### config.mk
export PLATFORM = sky130hd
export DESIGN_NAME = mux_scan_sampler_flat
export DESIGN_NICKNAME = d
export VERILOG_FILES = /design/src/rtl/mux_scan_sampler_pkg.sv /design/src/rtl/mux_scan_sampler_if.sv /design/src/rtl/mux_scan_sampler_settle_timer.sv /design/src/rtl/mux_scan_sampler.sv /design/src/flat_wrapper.sv
export SDC_FILE = /design/constraint.sdc
export NUM_CORES = 1
export LEC_CHECK = 0
export BUFFER_PORTS_ARGS = -buffer_cell sky130_fd_sc_hd__buf_2
export CAP_MARGIN = 10
export CORE_ASPECT_RATIO = 0.75
export CORE_MARGIN = 10
export CORE_UTILIZATION = 50
export CTS_CLUSTER_SIZE = 28
export DETAILED_ROUTE_END_ITERATION = 8
export GPL_ROUTABILITY_DRIVEN = 0
export PLACE_DENSITY = 0.85
export SYNTH_ARGS = -nofsm -noshare
export SYNTH_HDL_FRONTEND = slang
export SYNTH_SLANG_ARGS = --single-unit
### constraint.sdc
create_clock -name clk -period 2.2 [get_ports clk]
set_clock_uncertainty 0.2 [all_clocks]
set_input_delay 0.66 -clock clk [delete_from_list [all_inputs] [get_ports clk]]
set_output_delay 0.66 -clock clk [all_outputs]
set_load 0.05 [all_outputs]
### src/rtl/mux_scan_sampler_pkg.sv
// Shared types and defaults for the mux scan sampler.
package mux_scan_pkg;

  typedef enum logic [1:0] {
    S_IDLE   = 2'd0,
    S_SETTLE = 2'd1,
    S_SAMPLE = 2'd2,
    S_DONE   = 2'd3
  } scan_state_t;

  localparam int DEF_NUM_CH = 16;
  localparam int DEF_SEL_W  = 4;
  localparam int DEF_SETTLE = 2;

  // A settle time of 1 still needs a one-bit counter, so never return zero.
  function automatic int cnt_width(input int settle);
    return (settle > 1) ? $clog2(settle) : 1;
  endfunction

  localparam int CNT_W = cnt_width(DEF_SETTLE);

endpackage

### src/rtl/mux_scan_sampler_if.sv
// Select/sample and word handshake bundle between the scan sampler and its neighbours.
// Optional MUX_SCAN_PARITY_EN adds a word_parity signal.
interface mux_scan_sampler_if #(
  parameter int NUM_CH = 16,
  parameter int SEL_W  = 4
);
  logic              start;
  logic [SEL_W-1:0]  sel;
  logic              mux_out;
  logic              busy;
  logic [NUM_CH-1:0] word;
  logic              word_valid;
  logic              word_ready;
`ifdef MUX_SCAN_PARITY_EN
  logic              word_parity;
`endif

  modport master (
    input  start, mux_out, word_ready,
    output sel, busy, word, word_valid
`ifdef MUX_SCAN_PARITY_EN
    , output word_parity
`endif
  );

  modport slave (
    output start, mux_out, word_ready,
    input  sel, busy, word, word_valid
`ifdef MUX_SCAN_PARITY_EN
    , input word_parity
`endif
  );
endinterface

### src/rtl/mux_scan_sampler_settle_timer.sv
// Per-channel settle counter: counts while enabled, cleared between channels,
// flags the last settle cycle.
module mux_scan_settle_timer
  import mux_scan_pkg::*;
#(
  parameter int SETTLE = DEF_SETTLE
) (
  input  logic clk,
  input  logic rst_n,
  input  logic i_clr,
  input  logic i_en,
  output logic o_done
);
  localparam int W = cnt_width(SETTLE);
  localparam logic [W-1:0] LAST = W'(SETTLE - 1);

  logic [W-1:0] r_cnt;

  always_ff @(posedge clk) begin
    if (!rst_n) begin
      r_cnt <= '0;
    end else if (i_clr) begin
      r_cnt <= '0;
    end else if (i_en) begin
      r_cnt <= r_cnt + W'(1);
    end
  end

  assign o_done = i_en && (r_cnt == LAST);

endmodule

### src/rtl/mux_scan_sampler.sv
// Steps a 16:1 bit mux through every channel and assembles the samples into a word.
// Optional MUX_SCAN_PARITY_EN adds word_parity (XOR of the captured word).
module mux_scan_sampler
  import mux_scan_pkg::*;
#(
  parameter int NUM_CH = DEF_NUM_CH,
  parameter int SEL_W  = DEF_SEL_W,
  parameter int SETTLE = DEF_SETTLE
) (
  input  logic               clk,
  input  logic               rst_n,
  mux_scan_sampler_if.master bus
);
  localparam logic [SEL_W-1:0] LAST_SEL = SEL_W'(NUM_CH - 1);

  scan_state_t       r_state;
  scan_state_t       w_next_state;
  logic [SEL_W-1:0]  r_sel;
  logic [NUM_CH-1:0] r_word;
  logic              w_busy;
  logic              w_valid;
  logic              w_tmr_en;
  logic              w_tmr_clr;
  logic              w_tmr_done;
  logic              w_last_ch;
  logic              w_scan_start;

  assign w_last_ch = (r_sel == LAST_SEL);

  // A new scan starts from IDLE, or straight out of DONE when the word is taken.
  assign w_scan_start = bus.start &&
                        ((r_state == S_IDLE) || ((r_state == S_DONE) && bus.word_ready));

  mux_scan_settle_timer #(
    .SETTLE(SETTLE)
  ) u_timer (
    .clk    (clk),
    .rst_n  (rst_n),
    .i_clr  (w_tmr_clr),
    .i_en   (w_tmr_en),
    .o_done (w_tmr_done)
  );

  always_ff @(posedge clk) begin
    if (!rst_n) begin
      r_state <= S_IDLE;
    end else begin
      r_state <= w_next_state;
    end
  end

  always_comb begin
    w_next_state = r_state;
    case (r_state)
      S_IDLE:   if (bus.start) w_next_state = S_SETTLE;
      S_SETTLE: if (w_tmr_done) w_next_state = S_SAMPLE;
      S_SAMPLE: w_next_state = w_last_ch ? S_DONE : S_SETTLE;
      S_DONE: begin
        if (bus.word_ready) begin
          w_next_state = bus.start ? S_SETTLE : S_IDLE;
        end
      end
      default:  w_next_state = S_IDLE;
    endcase
  end

  always_comb begin
    w_busy    = (r_state == S_SETTLE) || (r_state == S_SAMPLE);
    w_valid   = (r_state == S_DONE);
    w_tmr_en  = (r_state == S_SETTLE);
    w_tmr_clr = (r_state != S_SETTLE);
  end

  // Unsampled channels keep last scan's bits; only reset clears the word.
  always_ff @(posedge clk) begin
    if (!rst_n) begin
      r_sel  <= '0;
      r_word <= '0;
    end else if (w_scan_start) begin
      r_sel <= '0;
    end else if (r_state == S_SAMPLE) begin
      r_word[r_sel] <= bus.mux_out;
      if (!w_last_ch) begin
        r_sel <= r_sel + SEL_W'(1);
      end
    end
  end

`ifdef MUX_SCAN_PARITY_EN
  logic r_parity;

  always_ff @(posedge clk) begin
    if (!rst_n) begin
      r_parity <= 1'b0;
    end else if (w_scan_start) begin
      r_parity <= 1'b0;
    end else if (r_state == S_SAMPLE) begin
      r_parity <= r_parity ^ bus.mux_out;
    end
  end

  assign bus.word_parity = r_parity;
`endif

  assign bus.sel        = r_sel;
  assign bus.word       = r_word;
  assign bus.busy       = w_busy;
  assign bus.word_valid = w_valid;

endmodule

### src/flat_wrapper.sv
// flat-port wrapper written by rule: the top's interface ports become plain ports
module mux_scan_sampler_flat import mux_scan_pkg::*;
#(
  parameter int NUM_CH = DEF_NUM_CH,
  parameter int SEL_W  = DEF_SEL_W,
  parameter int SETTLE = DEF_SETTLE
)
  (clk, rst_n, bus_start, bus_mux_out, bus_word_ready, bus_sel, bus_busy, bus_word, bus_word_valid);
  mux_scan_sampler_if #(.NUM_CH(NUM_CH), .SEL_W(SEL_W)) bus_i ();
  input  logic clk;
  input  logic rst_n;
  input wire logic [$bits(bus_i.start)-1:0] bus_start;
  input wire logic [$bits(bus_i.mux_out)-1:0] bus_mux_out;
  input wire logic [$bits(bus_i.word_ready)-1:0] bus_word_ready;
  output wire logic [$bits(bus_i.sel)-1:0] bus_sel;
  output wire logic [$bits(bus_i.busy)-1:0] bus_busy;
  output wire logic [$bits(bus_i.word)-1:0] bus_word;
  output wire logic [$bits(bus_i.word_valid)-1:0] bus_word_valid;
  assign bus_i.start = bus_start;
  assign bus_i.mux_out = bus_mux_out;
  assign bus_i.word_ready = bus_word_ready;
  assign bus_sel = bus_i.sel;
  assign bus_busy = bus_i.busy;
  assign bus_word = bus_i.word;
  assign bus_word_valid = bus_i.word_valid;
  mux_scan_sampler #(.NUM_CH(NUM_CH), .SEL_W(SEL_W), .SETTLE(SETTLE)) u_core (.clk(clk), .rst_n(rst_n), .bus(bus_i));
endmodule
# Yosys cells after proc, flatten, opt, wreduce, memory -nomap -nowiden

Index checks and enable logic that the tools add are counted.

Bits of input ports: 5
Bits in read-only memories: 0
Memory bits (writable): 0
Register bits after elaboration: 23
Latch bits: 0
Memories kept: 0
Output and inout bits: 22

Multipliers: 0
Add/sub/neg operators: 2
Equal/unequal tests: 8
Reduce and logical (&&, ||, !) cells: 12
Div/mod/pow operators: 0
Bitwise operators: 3
Shifts and indexed selects: 0
Mux-type cells: 9
Magnitude comparators: 2

Operators by type and width:

| cell                                                       | number |
|---|---|
| bitwise mux 16 bit                                         | 1 |
| 2-to-1 mux 2 bit                                           | 4 |
| one-hot mux 2 bit (4 select lines)                         | 1 |
| less-than comparator 4 x 5 -> 1 bit, second input constant | 1 |
| adder 4 x 1 -> 4 bit, second input constant                | 1 |
| demux 1 bit (select 4 bit)                                 | 1 |
| == test 2 bit, second input constant                       | 2 |
| == test 4 bit, second input constant                       | 1 |
| >= comparator 4 x 1 -> 1 bit, second input constant        | 1 |
| logical AND 1 bit                                          | 4 |
| inequality test 2 x 1 -> 1 bit, second input constant      | 2 |
| inequality test 2 bit, second input constant               | 2 |
| AND reduction 2 bit                                        | 2 |
| OR reduction 2 bit                                         | 2 |
| inverter 1 bit                                             | 3 |
| AND reduction 3 bit                                        | 1 |
| == test 2 x 1 -> 1 bit, second input constant              | 1 |
| logical NOT 2 bit                                          | 1 |
| logical OR 1 bit                                           | 2 |
| 2-to-1 mux 1 bit                                           | 2 |
| adder 1 bit, second input constant                         | 1 |

# Logic depth before layout (Yosys ltp)

Depth in word-level cells: 6
Gate-level depth with buffers: 6

# Hierarchy

Synthesis repeated with hierarchy kept, for this count alone.

Cells, all modules: 133
Area total of the unflattened synthesis: 1208.7 sq um

Modules (own cells, without submodules):

| module                | area an instance (sq um) | cells each | instances |
|---|---|---|---|
| mux_scan_sampler      | 1159.9                   | 129        | 1 |
| mux_scan_settle_timer | 48.8                     | 4          | 1 |

# Worst setup path after synthesis

Ideal clock, no wire load.

Kind: register to register
Start: reg u_core.r_state[0]
End: reg u_core.r_word[10] (netlist: u_core.bus.word[10])
Period minus slack after synthesis: 1938 ps
Cell stages (with the launch flop): 5
Data required time: 1928 ps
Data arrival time: 1667 ps
Path slack: 262 ps
Setup time: 72 ps
Path through: dfxtp_1 ha_1 a21o_4 a2111oi_2 mux2i_1

Longest elaborated chain between the ends: 6

Ends and longest elaborated chain:

| item                                 | RTL line               | source |
|---|---|---|
| from (decl)                          | mux_scan_sampler.sv:16 | `scan_state_t r_state;` |
| from (signal assigned)               | mux_scan_sampler.sv:48 | `r_state <= w_next_state;` |
| == test 2 bit                        | -                      |  |
| named net bus_word_valid             | flat_wrapper.sv:18     | `output wire logic [$bits(bus_i.word_valid)-1:0] bus_word_valid;` |
| logical AND 1 bit                    | mux_scan_sampler.sv:32 | `((r_state == S_IDLE) \|\| ((r_state == S_DONE) && bus.word_ready));` |
| logical OR 1 bit                     | mux_scan_sampler.sv:32 |  |
| logical AND 1 bit                    | mux_scan_sampler.sv:31 | `assign w_scan_start = bus.start &&` |
| inverter 1 bit (no source line)      | -                      |  |
| AND reduction 2 bit (no source line) | -                      |  |
| to (signal, indexed assignment)      | mux_scan_sampler.sv:82 | `r_word[r_sel] <= bus.mux_out;` |
| to (decl)                            | mux_scan_sampler.sv:19 | `logic [NUM_CH-1:0] r_word;` |

The timed path passes the listed nets, and every way through them passes these cells.
A chain may end at the register's enable or synchronous reset.

# Final worst setup path

Start: reg u_core.r_state[0]
End: out bus_word_valid

Longest elaborated chain between the ends: 1

Ends and longest elaborated chain:

| item          | RTL line               | source |
|---|---|---|
| == test 2 bit | mux_scan_sampler.sv:69 | `w_valid = (r_state == S_DONE);` |
| to (decl)     | flat_wrapper.sv:18     |  |

Every way passes these cells.

==> results.json <==
{
  "grt_max_degree": 20,
  "dieHeight_um": 63.99,
  "crit_path_end_kind": "primary output",
  "grt_util_met2": 0.2059,
  "path_cells": "ha_1 -> buf_2",
  "drtIter0Drc": 52,
  "synthMostInstantiatedCell": "dfxtp_1",
  "drv_slew": 0,
  "cts_root_buf": "clkbuf_4",
  "gr-total-overflow": 0,
  "met3_usage": 0.05726,
  "routedWlPerCell_um": 16.14,
  "r2r_start": "u_core.r_state[0]",
  "ir_drop_v": 0.0003514,
  "cp-startpoint": "u_core.r_state[0]",
  "reg2reg_slack_ns": 0.22,
  "rows": 15,
  "relSlewSlack": 0.6536,
  "grt_pass1_wl_um": 5306,
  "yosys.area.top_type_share": 0.3569,
  "synth.distinct_cells": 31,
  "busiest_layer": "met2",
  "ys_warn_count": 0,
  "yosysSeqAreaShare": 0.3569,
  "io_buffers": 26,
  "status": "finished, final reports clean",
  "track_usage": 0.1269,
  "cts_inserted_buffers": 3,
  "synth_nets": 150,
  "worst-r2r-cell-count": 5,
  "start_kind": "flop",
  "max-cap-violations": 0,
  "cp_num_buf_inv": 1,
  "start_util": 0.5412,
  "clk_latency_ns": 0.33,
  "hold_depth": 2,
  "min_period_ns": 2.135,
  "die-area_mm2": 0.005033,
  "setup_viol": 0,
  "fmax_mhz": 468.3,
  "worst_pin_slew_ns": 0.5184,
  "path_clk_slew_ns": 0.14,
  "cts_tree": "yes",
  "dp_hpwl_um": 2435,
  "arrival_ns": 1.28,
  "synth_area_per_cell_um2": 9.485,
  "htreeDepth": 1,
  "p_per_area_mw_per_mm2": 773.7,
  "cpLargestDelayFamily": "flip-flops",
  "finalNetCount": 176,
  "grt_pass1_vias": 1086,
  "synthTopCellsByCount": "dfxtp_1, nand2_1, mux2i_1",
  "dieWidth_um": 78.65,
  "grtUsageMet1": 0.1440,
  "drive_above_1_share": 0.2919,
  "required_ns": 1.34,
  "path_class": "flop to primary output",
  "cts_num_sinks": 23,
  "viasPerCell": 5.626,
  "p_leak_nw": 0.6269,
  "rsz0062_at_grt": "false",
  "dr_total_vias": 1097,
  "synth_edf_count": 0,
  "hp-start": "u_core.bus.word[0]",
  "finish.utilization": 0.6194,
  "period_share": 0.9706,
  "timing.rr.end": "u_core.bus.word[0]",
  "synth_area_leaders": "dfxtp_1, mux2i_1, a2111oi_2, ha_1, nand2_1",
  "yosysTopAreaCell": "dfxtp_1",
  "hold_viol_final": 0,
  "holdPathEnd": "u_core.bus.word[0]",
  "grt_antenna_before_repair": 0,
  "crit_fanout": 5,
  "fin_setup_tns_ns": 0,
  "synthArstFlopShare": 0,
  "multi_input_area_um2": 762.0,
  "n_antenna_cell": 0,
  "core-area_mm2": 0.002384,
  "ys_seq_elements": 23,
  "cpPeakStageDelay_ns": 0.39,
  "register_area_um2": 466.7,
  "postRouteAntennaNets": 0,
  "preCtsSetupSlack_ns": 0.1722,
  "routed_wl_um": 3147,
  "syn_to_final_growth_pct": 14.45,
  "holdBufCountCts": 0,
  "post-route-drc-count": 0,
  "netlist_area_mm2": 0.001290,
  "critPathSlowestCell": "dfxtp_2",
  "io_pins": 27,
  "layout_setup_ws_ns": 0.06466,
  "synth-main-ff-cell": "dfxtp_1",
  "fill_cells": 211,
  "clockBufferDepth": 2,
  "hold_path_class": "flop to flop",
  "synth_cells": 136,
  "drt-pass1-iter-count": 4
}
per-layer routing:
metal  vias up  wire length (um)
met5         -                 0
met4         0                82
li1        537                 -
met1       519              1293
met2        31              1559
met3        10               212
power breakdown:
group	total, mW	internal (mW)	switching [mW]	leakage, nW
Clock	0.207	0.0683	0.138	0.0177
Combinational	0.459	0.153	0.306	0.422
Sequential	0.476	0.447	0.0290	0.187
Total	1.14	0.669	0.473	0.627
cell type report:
cell class,instances,share of cell area
multi-input cells,99,0.5161
flip-flops and latches,23,0.3161
repair buffers,28,0.1025
well taps,34,0.02881
inverters,7,0.01780
clock buffers,3,0.01525
clock inverters,1,0.003390
state kept, by name, summed over array words and instances, names as in the netlist:
| signal | cells |
|---|---|
| u_core.r_state | 2 |
| u_core.u_timer.r_cnt | 1 |
| u_core.bus.word | 16 |
| u_core.bus.sel | 4 |
through the flow:
stage          power, mW  hold slack [ns]  instances  instance area, um2
3_3_place_gp      0.8740           0.2420        191                1436
5_1_grt            1.213           0.2845        195                1476
3_5_place_dp      0.9111           0.2542        191                1436
4_1_cts            1.131           0.2746        195                1469
2_1_floorplan     0.8232           0.3065        136                1290
6_report           1.142           0.2709        195                1476
what timing repair did:
item | CTS | global route
setup endpoints to repair | 2 | 3
resized for setup | 3 | 4
buffers inserted | 0 | 0
pin swaps | 0 | 0
kinds of logic (layout without fill, tap and decap cells):
kind of cell	after synthesis	after routing	synth area share
buffers and inverters	14	39	0.05236
adders and majority gates	9	9	0.08730
DFF	23	23	0.3569
AOI/OAI and AO/OA	23	23	0.1785
muxes	16	16	0.1241
and+or+nand+nor	51	51	0.2008
cells in the final DEF (no fill, tap or decap), drive strengths merged:
cell type | netlist | routed
o21ai | 3 | 3
inv | 6 | 6
a21oi | 4 | 4
and2 | 6 | 6
nor2b | 1 | 1
nand3 | 4 | 4
a2111oi | 8 | 8
nor2 | 1 | 1
mux2i | 16 | 16
clkinv | 1 | 2
and3 | 2 | 2
dfxtp | 23 | 23
nand2b | 3 | 3
clkbuf | 1 | 3
ha | 9 | 9
nand2 | 23 | 23
and2b | 1 | 1
a41o | 1 | 1
a221oi | 1 | 1
o2111ai | 1 | 1
buf | 6 | 28
a21o | 2 | 2
or2b | 1 | 1
nand4 | 9 | 9
a41oi | 1 | 1
a211oi | 2 | 2
worst register-to-register path, cell delays in order, from the launching register on:
cell and delay [ns]:
dfxtp_2 0.36, inv_2 0.10, ha_1 0.42, nand2_1 0.17, a2111oi_2 0.45, mux2i_1 0.23
how the worst max path moves through the flow:
| stage | end | slack [ns] | cells after the start |
|---|---|---|---|
| 3_5_place_dp | u_core.bus.word[0] | 0.17 | 5 |
| 4_1_cts | bus_sel[3] | 0.01 | 1 |
| 2_1_floorplan | u_core.bus.word[10] | 0.26 | 4 |
| 5_1_grt | bus_word_valid | 0.02 | 2 |
| 6_report | bus_word_valid | 0.06 | 2 |
| 3_3_place_gp | u_core.bus.word[0] | 0.25 | 4 |
Power figures use the tool's default switching activity.
